<file path="config.mk">
export PLATFORM = sky130hd
export DESIGN_NAME = sop_vector_scanner
export DESIGN_NICKNAME = d
export VERILOG_FILES = /design/src/rtl/sop_vector_scanner.sv
export SDC_FILE = /design/constraint.sdc
export NUM_CORES = 1
export LEC_CHECK = 0
export BUFFER_PORTS_ARGS = -buffer_cell sky130_fd_sc_hd__buf_4
export CAP_MARGIN = 20
export CORE_ASPECT_RATIO = 0.5
export CORE_MARGIN = 2
export CORE_UTILIZATION = 35
export CTS_BUF_LIST = sky130_fd_sc_hd__clkbuf_8 sky130_fd_sc_hd__clkbuf_16
export CTS_CLUSTER_SIZE = 10
export DETAILED_ROUTE_END_ITERATION = 16
export PLACE_DENSITY = 0.64
export SYNTH_ARGS = -nofsm -noshare
export SYNTH_HDL_FRONTEND = slang
export SYNTH_SLANG_ARGS = --single-unit
</file>
<file path="constraint.sdc">
create_clock -name clk_i -period 1.9 [get_ports clk_i]
set_input_delay 0 -clock clk_i [delete_from_list [all_inputs] [get_ports clk_i]]
set_output_delay 0 -clock clk_i [all_outputs]
set_load 0.01 [all_outputs]
</file>
<file path="src/rtl/sop_vector_scanner.sv">
`default_nettype none
// ============================================================================
// Module      : sop_vector_scanner
// Description : Drives all 16 ABCD vectors into a 4-input SOP block, samples
//               its output after a settle time, and reports the truth table.
// Revision    : 1.0 - initial release
// ============================================================================
module sop_vector_scanner #(
   parameter int DWELL_CYCLES = 3,
   parameter int DWELL_W      = 8
) (
   input  logic        clk_i,
   input  logic        rst_ni,
   input  logic        start_i,
   input  logic        f_in_i,
   output logic        a_o,
   output logic        b_o,
   output logic        c_o,
   output logic        d_o,
   output logic        busy_o,
   output logic        done_o,
   output logic [15:0] truth_o,
   output logic [4:0]  ones_cnt_o
);

   // A zero dwell would never reach its terminal count, so it behaves as one.
   localparam int                 c_dwell_eff  = (DWELL_CYCLES == 0) ? 1 : DWELL_CYCLES;
   localparam logic [DWELL_W-1:0] c_dwell_last = DWELL_W'(c_dwell_eff - 1);

   localparam logic [1:0] c_st_idle   = 2'd0;
   localparam logic [1:0] c_st_drive  = 2'd1;
   localparam logic [1:0] c_st_sample = 2'd2;
   localparam logic [1:0] c_st_finish = 2'd3;

   logic [1:0]         state_q, state_d;
   logic [3:0]         idx_q, idx_d;
   logic [DWELL_W-1:0] dwell_q, dwell_d;
   logic [3:0]         vec_q, vec_d;
   logic               busy_q, busy_d;
   logic               done_q, done_d;
   logic [15:0]        truth_q, truth_d;
   logic [4:0]         ones_q, ones_d;

   // State and registered-output storage
   always_ff @(posedge clk_i) begin
      if (!rst_ni) begin
         state_q <= c_st_idle;
         idx_q   <= 4'd0;
         dwell_q <= '0;
         vec_q   <= 4'd0;
         busy_q  <= 1'b0;
         done_q  <= 1'b0;
         truth_q <= 16'd0;
         ones_q  <= 5'd0;
      end else begin
         state_q <= state_d;
         idx_q   <= idx_d;
         dwell_q <= dwell_d;
         vec_q   <= vec_d;
         busy_q  <= busy_d;
         done_q  <= done_d;
         truth_q <= truth_d;
         ones_q  <= ones_d;
      end
   end

   // Next-state logic
   always_comb begin
      state_d = state_q;
      case (state_q)
         c_st_idle:   if (start_i) state_d = c_st_drive;
         c_st_drive:  if (dwell_q == c_dwell_last) state_d = c_st_sample;
         c_st_sample: state_d = (idx_q == 4'hF) ? c_st_finish : c_st_drive;
         c_st_finish: state_d = c_st_idle;
         default:     state_d = c_st_idle;
      endcase
   end

   // Next values of the datapath and registered outputs
   always_comb begin
      idx_d   = idx_q;
      dwell_d = dwell_q;
      vec_d   = vec_q;
      busy_d  = busy_q;
      done_d  = 1'b0;
      truth_d = truth_q;
      ones_d  = ones_q;
      case (state_q)
         c_st_idle: begin
            vec_d = 4'd0;
            if (start_i) begin
               idx_d   = 4'd0;
               dwell_d = '0;
               truth_d = 16'd0;
               ones_d  = 5'd0;
               busy_d  = 1'b1;
            end
         end
         c_st_drive: begin
            vec_d   = idx_q;
            dwell_d = dwell_q + 1'b1;
         end
         c_st_sample: begin
            truth_d[idx_q] = f_in_i;
            ones_d         = ones_q + {4'd0, f_in_i};
            if (idx_q == 4'hF) begin
               // BUSY drops as DONE rises so the two never overlap.
               done_d = 1'b1;
               busy_d = 1'b0;
               vec_d  = 4'd0;
            end else begin
               idx_d   = idx_q + 4'd1;
               dwell_d = '0;
               vec_d   = idx_q + 4'd1;
            end
         end
         c_st_finish: begin
            vec_d  = 4'd0;
            busy_d = 1'b0;
         end
         default: begin
            vec_d  = 4'd0;
            busy_d = 1'b0;
         end
      endcase
   end

   assign a_o        = vec_q[3];
   assign b_o        = vec_q[2];
   assign c_o        = vec_q[1];
   assign d_o        = vec_q[0];
   assign busy_o     = busy_q;
   assign done_o     = done_q;
   assign truth_o    = truth_q;
   assign ones_cnt_o = ones_q;

endmodule
`default_nettype wire

</file>
Yosys cells after proc, flatten, opt, wreduce, memory -nomap -nowiden

Cells that the tools add are included.

$add $sub $neg: 3
Order comparisons: 2
Equality and inequality tests: 9
Multiplexer cells: 23
Reduce and logical (&&, ||, !) cells: 12

Operators by type and width:

| kind                                                 | number |
|---|---|
| one-hot mux 16 bit (2 select lines)                  | 1 |
| one-hot mux 8 bit (3 select lines)                   | 1 |
| bitwise mux 16 bit                                   | 1 |
| two-way mux 16 bit                                   | 1 |
| two-way mux 8 bit                                    | 2 |
| two-way mux 4 bit                                    | 3 |
| one-hot mux 4 bit (3 select lines)                   | 1 |
| one-hot mux 5 bit (2 select lines)                   | 1 |
| AND reduction 3 bit                                  | 3 |
| adder 8 x 1 -> 8 bit (second input constant)         | 1 |
| equality test 8 x 2 -> 1 bit (second input constant) | 1 |
| inequality test 2 bit (second input constant)        | 4 |
| one-hot mux 2 bit (4 select lines)                   | 1 |
| one-hot mux 4 bit (2 select lines)                   | 1 |
| two-way mux 2 bit                                    | 3 |
| AND reduction 2 bit                                  | 3 |
| nonzero test 3 bit                                   | 2 |
| adder 5 x 1 -> 5 bit                                 | 1 |
| < comparator 4 x 5 -> 1 bit (second input constant)  | 1 |
| two-way mux 5 bit                                    | 1 |
| adder 4 x 1 -> 4 bit (second input constant)         | 1 |
| demux 1 bit (select 4 bit)                           | 1 |
| equality test 2 bit (second input constant)          | 2 |
| equality test 4 bit (second input constant)          | 1 |
| other kinds (8)                                      | 11 |

Bits in registers: 41
Input port bits: 4
Output and inout bits: 27

Depth between registers and ports, before layout

Gate-level depths: netlist of the first run.

Depth in word-level cells: 6
Depth in mapped cells: 6
Depth with buffers taken out: 5

Worst setup path before layout of the first run

No wires, ideal clock.

Kind: reg2reg
Start: register idx_q[0]
End: register dwell_q[4]
Library setup time: 0.137 ns
Arrival: 1.336 ns
Required time: 1.763 ns
Setup slack: 0.427 ns
Cell stages (with the launch flop): 7
Path through: dfxtp_1 > ha_1 > buf_2 > and3_1 > buf_2 > o21ai_1 > a311oi_1

Word-level cells in the longest chain between the ends: 3

RTL lines:

| element                         | RTL line | text |
|---|---|---|
| start, declared                 | 36       | `logic [3:0] idx_q, idx_d;` |
| start signal, assigned          | 57       | `idx_q <= idx_d;` |
| equality test 4 bit             | 106      | `if (idx_q == 4'hF) begin` |
| inequality test 2 bit (no line) | n/a      |  |
| AND reduction 3 bit (no line)   | n/a      |  |
| end signal, assigned            | 58       | `dwell_q <= dwell_d;` |
| end, declared                   | 37       | `logic [DWELL_W-1:0] dwell_q, dwell_d;` |

Every way passes these cells.
A chain may end at the register's enable or synchronous reset.

Worst setup path after layout of the first run

Start: register idx_q[1]
End: register dwell_q[4]

Same word-level chain as after synthesis.

==> metrics.csv, run 1 <==
stage,metric,value,unit
grt,grt_max_degree,25,
grt,antenna_found_initial,0,
logic_synthesis,yosys.area_share.simple,22.0,%
logic_synthesis,ys_ff_latch,41,
detailed_routing,drtAntennaViolNets,0,
clocking,cts_resized,0,
critical_path,cp_max_fo,6,
pwr,p_leak,0.884,nW
layout,n_antenna_cell,0,
clocking,htreeDepth,2,
layout,fin_cells,331,
die,start_util,36.7,%
critical_path,start_kind,register,
die,fp.dieH,57.9,µm
critical_path,critPathRequiredTime,2.09,ns
placed_design,post-dp-hpwl,3380,µm
die,dieArea,6480,µm²
layout,fin_nets,270,
pwr,power_density,736,nW/µm²
logic_synthesis,synth_adder_area_share,4.92,%
detailed_routing,via_count,1860,
die,die_w,112,µm
timing,tns,0,ns
logic_synthesis,synth-xor-area-share,0.431,%
critical_path,end_kind,register,
layout,mostFrequentLayoutCells,"dfxtp_1, buf_4, a21oi_1, o211ai_1, nand4_1",
timing,drv_slew,0,
timing,setup_viol,0,
timing,clock-skew-final,0.00371,ns
run,maxCapViolCount,0,
critical_path,worstSetupPathType,reg -> reg,
detailed_routing,drt_iter0_markers,138,
clocking,clk_pin_slew_worst_paths,0.06,ns
placed_design,dp_cells,323,
pwr,vdd_ir_drop_max,0.367,mV
placed_design,place.gp.congestion,0.814,
layout,drive_gt1_share,18.6,%
min_path,min_path_type,in -> reg,
status,status,"finished, final reports clean",
clocking,tritoncts,yes,
grt,grt_util_all_layers,15.6,%
timing,worstMarginPinSlew,0.668,ns
logic_synthesis,ys_types,48,
layout,final_common_cell,dfxtp_1,
grt,first_global_vias,1683,
detailed_routing,drtPass1Iterations,5,
placed_design,io_buffers,30,
logic_synthesis,netlist_instances,232,
clocking,cts-root-buf,clkbuf_16,
critical_path,critPathArrivalTime,1.76,ns
grt,grt_pass1_wl,8170,µm
timing,grt_setup_unrepaired,no,
detailed_routing,vias_per_cell,5.62,
logic_synthesis,ys_seq_area_share,40.3,%
clocking,clk_latency,0.28,ns
logic_synthesis,synth_top_area_cell,dfxtp_1,
layout,syn2layout_area_growth,20.3,%
logic_synthesis,syn_area,2030,µm²
timing,slew_headroom,55.4,%
die,ios,31,
timing,max_freq,637,MHz
logic_synthesis,avgSynthCellArea,8.77,µm²
clocking,clock_path_buffers,2,
logic_synthesis,async_reset_ff_share,0,%
timing,final_hold_viol_count,0,
timing,period_share,82.6,%
clocking,numCtsBuffers,5,
timing,post-route-min-period,1.57,ns
logic_synthesis,synth_nets,244,
die,fp.coreArea,5540,µm²
detailed_routing,drc,0,
logic_synthesis,ys.flop_type,dfxtp_1,
logic_synthesis,ys_top_cells_by_area,"dfxtp_1, o211ai_1, a21oi_1, ha_1, nand4_1",
clocking,cts.sinks,41,
logic_synthesis,netlist.area_leader.share,40.3,%
grt,grt_overflow,0,
die,rows,19,
detailed_routing,drt-total-wl,4840,µm
logic_synthesis,synth-edff-count,0,
logic_synthesis,synth_top_family_by_area,compound AO/OA/AOI/OAI gates,
detailed_routing,wl_per_cell,14.6,µm
logic_synthesis,synth-warning-count,0,
logic_synthesis,muxShareOfSynthArea,0,%
logic_synthesis,synth_compound_area_share,25.1,%
synth_stat cells, types with 2 or more instances:
| cell type | number |
|---|---|
| a21oi_1 | 28 |
| nand4_1 | 16 |
| buf_2 | 7 |
| o211ai_1 | 20 |
| nand2_1 | 15 |
| o21ai_0 | 4 |
| or4_1 | 2 |
| nand3b_1 | 5 |
| inv_1 | 8 |
| nor2_1 | 6 |
| a22oi_1 | 3 |
| or3_1 | 3 |
| buf_6 | 2 |
| dfxtp_1 | 41 |
| nand2b_1 | 5 |
| nor2b_1 | 4 |
| ha_1 | 8 |
| nand3_1 | 9 |
| a31oi_1 | 6 |
| clkbuf_1 | 8 |
| o311ai_0 | 4 |
| o21ai_1 | 2 |
worst max-delay path, cell delays in order, from the launching register on:
cell	delay [ns]
dfxtp_1	0.40
ha_1	0.29
and3_1	0.32
o21ai_1	0.19
a311oi_1	0.28
per-stage QoR:
step	setup WS, ns	cell area (µm²)	util [%]	hold WS [ns]	power, mW
4_1_cts	0.339	2450	44.2	0.0809	1.81
6_report	0.330	2450	44.2	0.0921	1.80
5_1_grt	0.115	2450	44.2	0.101	1.86
3_5_place_dp	0.353	2290	41.4	0.258	0.994
2_1_floorplan	0.427	2030	-	0.118	0.968
3_3_place_gp	0.378	2290	41.4	0.261	0.992
cells by family (layout without fill, tap and decap cells):
kind of cell / count (synthesis) / count (layout)
buffers and inverters: 28 / 54
xor gates and xnor gates: 1 / 1
DFF: 41 / 41
and+or+nand+nor: 77 / 77
AOI/OAI and AO/OA: 77 / 77
adders and majority gates: 8 / 8
sequential cells by signal (all words and copies together) (netlist names):
| register | count |
|---|---|
| vec_q | 4 |
| state_q | 2 |
| done_o | 1 |
| truth_o | 16 |
| dwell_q | 8 |
| ones_cnt_o | 5 |
| idx_q | 4 |
| busy_o | 1 |
cell type report:
type,count,area [µm²]
Clock inverter,1,3.75
Multi-Input combinational cell,163,1070
Timing Repair Buffer,39,295
Tap cell,73,91.3
Inverter,8,30.0
Clock buffer,6,139
Sequential cell,41,821
Fill cell,518,3090
timing repair:
action,in CTS,in global routing
hold endpoints to repair,1,0
buffers inserted,0,0
setup endpoints to repair,0,0
hold buffers,1,0
per-layer routing:
layer | routed length (µm) | global-route usage [%] | vias up
li1 | - | - | 928
met1 | 2300 | 21.3 | 872
met2 | 2210 | 24.6 | 58
met3 | 305 | 4.18 | 2
met4 | 22 | 4.94 | 0
met5 | 0 | 0 | -
final timing paths:
check | startpoint | to | slack [ns] | cells past startpoint
max | idx_q[1] | dwell_q[4] | 0.33 | 4
min | f_in_i | truth_o[2] | 0.09 | 3
max reg2reg | idx_q[1] | dwell_q[4] | 0.33 | 4
min reg2reg | busy_o | busy_o | 0.48 | 2
report_power, final:
group	total, mW	switching [mW]	leakage, nW	internal (mW)
Clock	0.823	0.313	0.0741	0.510
Combinational	0.101	0.0683	0.479	0.0329
Sequential	0.876	0.00916	0.331	0.866
Note: power is estimated with default switching activity, not from simulation.
==> run 2: changes to the inputs <==
--- a/config.mk
+++ b/config.mk
@@ -5,6 +5,7 @@
 export SDC_FILE = /design/constraint.sdc
 export NUM_CORES = 1
 export LEC_CHECK = 0
+export ABC_AREA = 1
 export BUFFER_PORTS_ARGS = -buffer_cell sky130_fd_sc_hd__buf_4
 export CAP_MARGIN = 20
 export CORE_ASPECT_RATIO = 0.5
@@ -13,7 +14,7 @@
 export CTS_BUF_LIST = sky130_fd_sc_hd__clkbuf_8 sky130_fd_sc_hd__clkbuf_16
 export CTS_CLUSTER_SIZE = 10
 export DETAILED_ROUTE_END_ITERATION = 16
-export PLACE_DENSITY = 0.64
+export PLACE_DENSITY = 0.65
 export SYNTH_ARGS = -nofsm -noshare
 export SYNTH_HDL_FRONTEND = slang
 export SYNTH_SLANG_ARGS = --single-unit
==> constraint.sdc (replaced) <==
create_clock -name clk_i -period 1.3 [get_ports clk_i]
set_input_delay 0 -clock clk_i [delete_from_list [all_inputs] [get_ports clk_i]]
set_output_delay 0 -clock clk_i [all_outputs]
set_load 0.01 [all_outputs]
==> run 2 against run 1 <==
Against the previous run: non-clock buffer count up 12; critical path type unchanged; fmax is 27% higher; critical endpoint is now truth_o[4]; total power grew 65%; global-route usage is 0.12 points lower; sequential power is 50% higher; routed wire length increased by 5.9%; critical path depth grew 3; synthesized cell count grew 32%; worst setup slack worse by 0.27 ns; first-iteration DRC count fell by 45%.
==> metrics.csv, run 2 <==
stage,metric,value,unit,change
status,status,"finished, final reports clean",,unchanged
layout,n_antenna_cell,0,,unchanged
die,die_w,112,µm,about the same
logic_synthesis,synth.most_common_cell,nand2_1,,was dfxtp_1
logic_synthesis,ys_types,25,,was 48
critical_path,worstRegToRegCells,7,,was 4
placed_design,place.gp.congestion,0.868,,was 0.814
timing,grt_setup_unrepaired,yes,,was no
clocking,tritoncts,yes,,unchanged
logic_synthesis,ys_seq_area_share,40.0,%,was 40.3%
critical_path,critPathRequiredTime,1.48,ns,was 2.09 ns
timing,max_freq,809,MHz,was 637 MHz
pwr,power_density,1090,nW/µm²,was 736 nW/µm²
critical_path,critPathArrivalTime,1.42,ns,was 1.76 ns
clocking,numCtsBuffers,5,,unchanged
pwr,p_seq_share,44.1,%,was 48.6%
critical_path,cpLargestDelayFamily,flip-flops,,was compound AO/OA/AOI/OAI gates
placed_design,post-dp-hpwl,3590,µm,was 3380 µm
pwr,vdd_ir_drop_max,0.469,mV,was 0.367 mV
layout,mostFrequentLayoutCells,"nand2_1, buf_4, nor2_1, dfxtp_1, nand3_1",,"was dfxtp_1, buf_4, a21oi_1, o211ai_1, nand4_1"
clocking,clk_latency,0.28,ns,about the same
die,fp.dieH,58.1,µm,was 57.9 µm
clocking,cts-root-buf,clkbuf_16,,unchanged
logic_synthesis,synth-warning-count,0,,unchanged
timing,worstMarginPinSlew,0.396,ns,was 0.668 ns
timing,worst_slack,0.0641,ns,was 0.330 ns
pwr,finalPower,2.96,mW,was 1.80 mW
min_path,holdPathEnd,truth_o[11],,was truth_o[2]
detailed_routing,drt_iter0_markers,76,,was 138
clocking,clk_pin_slew_worst_paths,0.06,ns,about the same
critical_path,worstSetupPathType,reg -> reg,,unchanged
logic_synthesis,ys.flop_type,dfxtp_1,,unchanged
pwr,switching_share,24.5,%,was 21.7%
logic_synthesis,synthTopCellsByCount,"nand2_1, nor2_1, dfxtp_1",,"was dfxtp_1, a21oi_1, o211ai_1"
detailed_routing,vias_per_cell,4.83,,was 5.62
pwr,p_switching,727,µW,was 391 µW
layout,drive_gt1_share,24.6,%,was 18.6%
grt,grt_overflow,0,,unchanged
critical_path,r2r-start,idx_q[2],,was idx_q[1]
detailed_routing,drc,0,,unchanged
detailed_routing,wl_per_cell,12.0,µm,was 14.6 µm
logic_synthesis,avgSynthCellArea,6.70,µm²,was 8.77 µm²
timing,drv_slew,0,,unchanged
detailed_routing,via_count,2064,,was 1860
layout,multi_input_area,1140,µm²,was 1070 µm²
clocking,clock_path_buffers,2,,unchanged
logic_synthesis,async_reset_ff_share,0,%,unchanged
timing,hold_ws,0.0769,ns,was 0.0921 ns
logic_synthesis,synth-edff-count,0,,unchanged
min_path,min-delay-start,start_i,,was f_in_i
critical_path,crit_path_cell_trace,inv_1 > nor2_1 > inv_1 > nor2_2 > nand2_1 > nand2_1 > nor2_1,,was ha_1 > and3_1 > o21ai_1 > a311oi_1
timing,slew_headroom,73.6,%,was 55.4%
grt,grt_max_degree,22,,was 25
layout,largest_reg_flops,16,,unchanged
logic_synthesis,netlist_instances,306,,was 232
critical_path,r2r_setup_slack,0.06,ns,was 0.33 ns
detailed_routing,drt-total-wl,5130,µm,was 4840 µm
die,dieArea,6520,µm²,was 6480 µm²
timing,final_hold_viol_count,0,,unchanged
logic_synthesis,ys_top_cells_by_area,"dfxtp_1, nand2_1, nor2_1, nand3_1, a21oi_1",,"was dfxtp_1, o211ai_1, a21oi_1, ha_1, nand4_1"
clocking,htreeDepth,2,,unchanged
die,ios,31,,unchanged
grt,grt_util_all_layers,15.5,%,was 15.6%
detailed_routing,drtPass1Iterations,4,,was 5
critical_path,end_kind,register,,unchanged
logic_synthesis,syn_area,2050,µm²,was 2030 µm²
timing,setup_viol,0,,unchanged
layout,syn2layout_area_growth,33.1,%,was 20.3%
grt,antenna_found_initial,0,,unchanged
layout,fillCellCount,571,,was 518
die,start_util,36.8,%,was 36.7%
logic_synthesis,ys_ff_latch,41,,unchanged
logic_synthesis,synth_top_area_cell,dfxtp_1,,unchanged
die,fp.coreArea,5560,µm²,was 5540 µm²
detailed_routing,drtAntennaViolNets,0,,unchanged
pwr,p_comb_share,12.5,%,was 5.6%
grt,grt_pass1_wl,8000,µm,was 8170 µm
layout,fin_nets,365,,was 270
placed_design,place_ws,-0.0279,ns,was 0.353 ns
critical_path,cp_max_fo,9,,was 6
grt,first_global_vias,1817,,was 1683
timing,clock-skew-final,0.00412,ns,was 0.00371 ns
critical_path,r2r-end,truth_o[4],,was dwell_q[4]
pwr,p_int,2.24,mW,was 1.41 mW
min_path,min_delay_path_depth,4,,was 3
die,rows,19,,unchanged
clocking,cts.sinks,41,,unchanged
layout,seqCellArea,836,µm²,was 821 µm²
logic_synthesis,netlist.area_leader.share,40.0,%,was 40.3%
critical_path,crit_buf_inv,2,,was 0
min_path,min_path_type,in -> reg,,unchanged
run,maxCapViolCount,0,,unchanged
critical_path,start_kind,register,,unchanged
critical_path,slowest_delay,0.50,ns,was 0.40 ns
layout,final_common_cell,nand2_1,,was dfxtp_1
placed_design,io_buffers,30,,unchanged
timing,period_share,95.1,%,was 82.6%
logic_synthesis,synth_nets,318,,was 244
critical_path,slowest_stage,dfxtp_1,,unchanged
pwr,p_leak,1.18,nW,was 0.884 nW
timing,post-route-min-period,1.24,ns,was 1.57 ns
pwr,clkPwrFrac,43.4,%,was 45.7%
[run 2: cell families (layout without fill, tap and decap cells)]
| logic type | Yosys count | after routing | share of synthesized area, % |
|---|---|---|---|
| flops | 41 | 41 | 40.0 |
| xor+xnor | 1 | 1 | 0.427 |
| compound gates | 37 | 37 | 9.46 |
| simple gates | 182 | 182 | 37.1 |
| fa+ha+maj | 8 | 8 | 4.88 |
| buf+inv | 37 | 85 | 8.12 |
[run 2: worst max path at each step]
stage,startpoint,to,slack [ns],cells after the start
2_1_floorplan,idx_q[1],dwell_q[6],0.11,7
3_3_place_gp,state_q[1],truth_o[7],0.05,5
3_5_place_dp,idx_q[0],dwell_q[6],-0.03,7
4_1_cts,state_q[1],truth_o[7],0.02,6
5_1_grt,idx_q[2],truth_o[7],-0.02,7
6_report,idx_q[2],truth_o[4],0.06,7
[run 2: through the flow]
stage / util [%] / instances / area (µm²) / TNS (ns)
6_report: 49.0 / 427 / 2730 / 0
3_3_place_gp: 43.8 / 415 / 2440 / 0
4_1_cts: 46.9 / 424 / 2610 / 0
2_1_floorplan: - / 306 / 2050 / 0
5_1_grt: 49.0 / 427 / 2730 / -0.0336
3_5_place_dp: 43.8 / 415 / 2440 / -0.0312
[run 2: power by group through the flow]
stage | registers [mW] | logic [mW] | clock network (mW)
finish | 1.31 | 0.370 | 1.29
global route | 1.31 | 0.405 | 1.36
CTS | 1.31 | 0.347 | 1.33
detailed placement | 1.33 | 0.341 | 0
global placement | 1.33 | 0.338 | 0
floorplan | 1.34 | 0.203 | 0
[run 2: final cells by class]
type,instances,area share (%)
repair buffers,51,14.8
clock buffers,7,5.60
clock inverters,1,0.183
flip-flops and latches,41,30.6
multi-input cells,228,41.8
inverters,26,3.58
well taps,73,3.35
[run 2: what timing repair did]
action | in CTS | in global routing
buffers inserted | 0 | 3
hold endpoints to repair | 1 | 0
resized for setup | 3 | 27
hold buffers | 1 | 0
pin swaps | 0 | 6
endpoints found under the setup margin | 5 | 14
[run 2: metal layers]
metal	part of all wire [%]	wire length [µm]	vias to the layer above	track usage, %
li1	-	-	1067	-
met1	49	2500	962	19.9
met2	47	2400	30	25.5
met3	3.0	153	5	3.77
met4	1.3	65	0	6.79
met5	0	0	-	0
[run 2: tightest hold or removal path, stage by stage]
cell and delay, ns:
buf_4 0.10, a21boi_0 0.09, nand2_1 0.06, a21oi_1 0.06
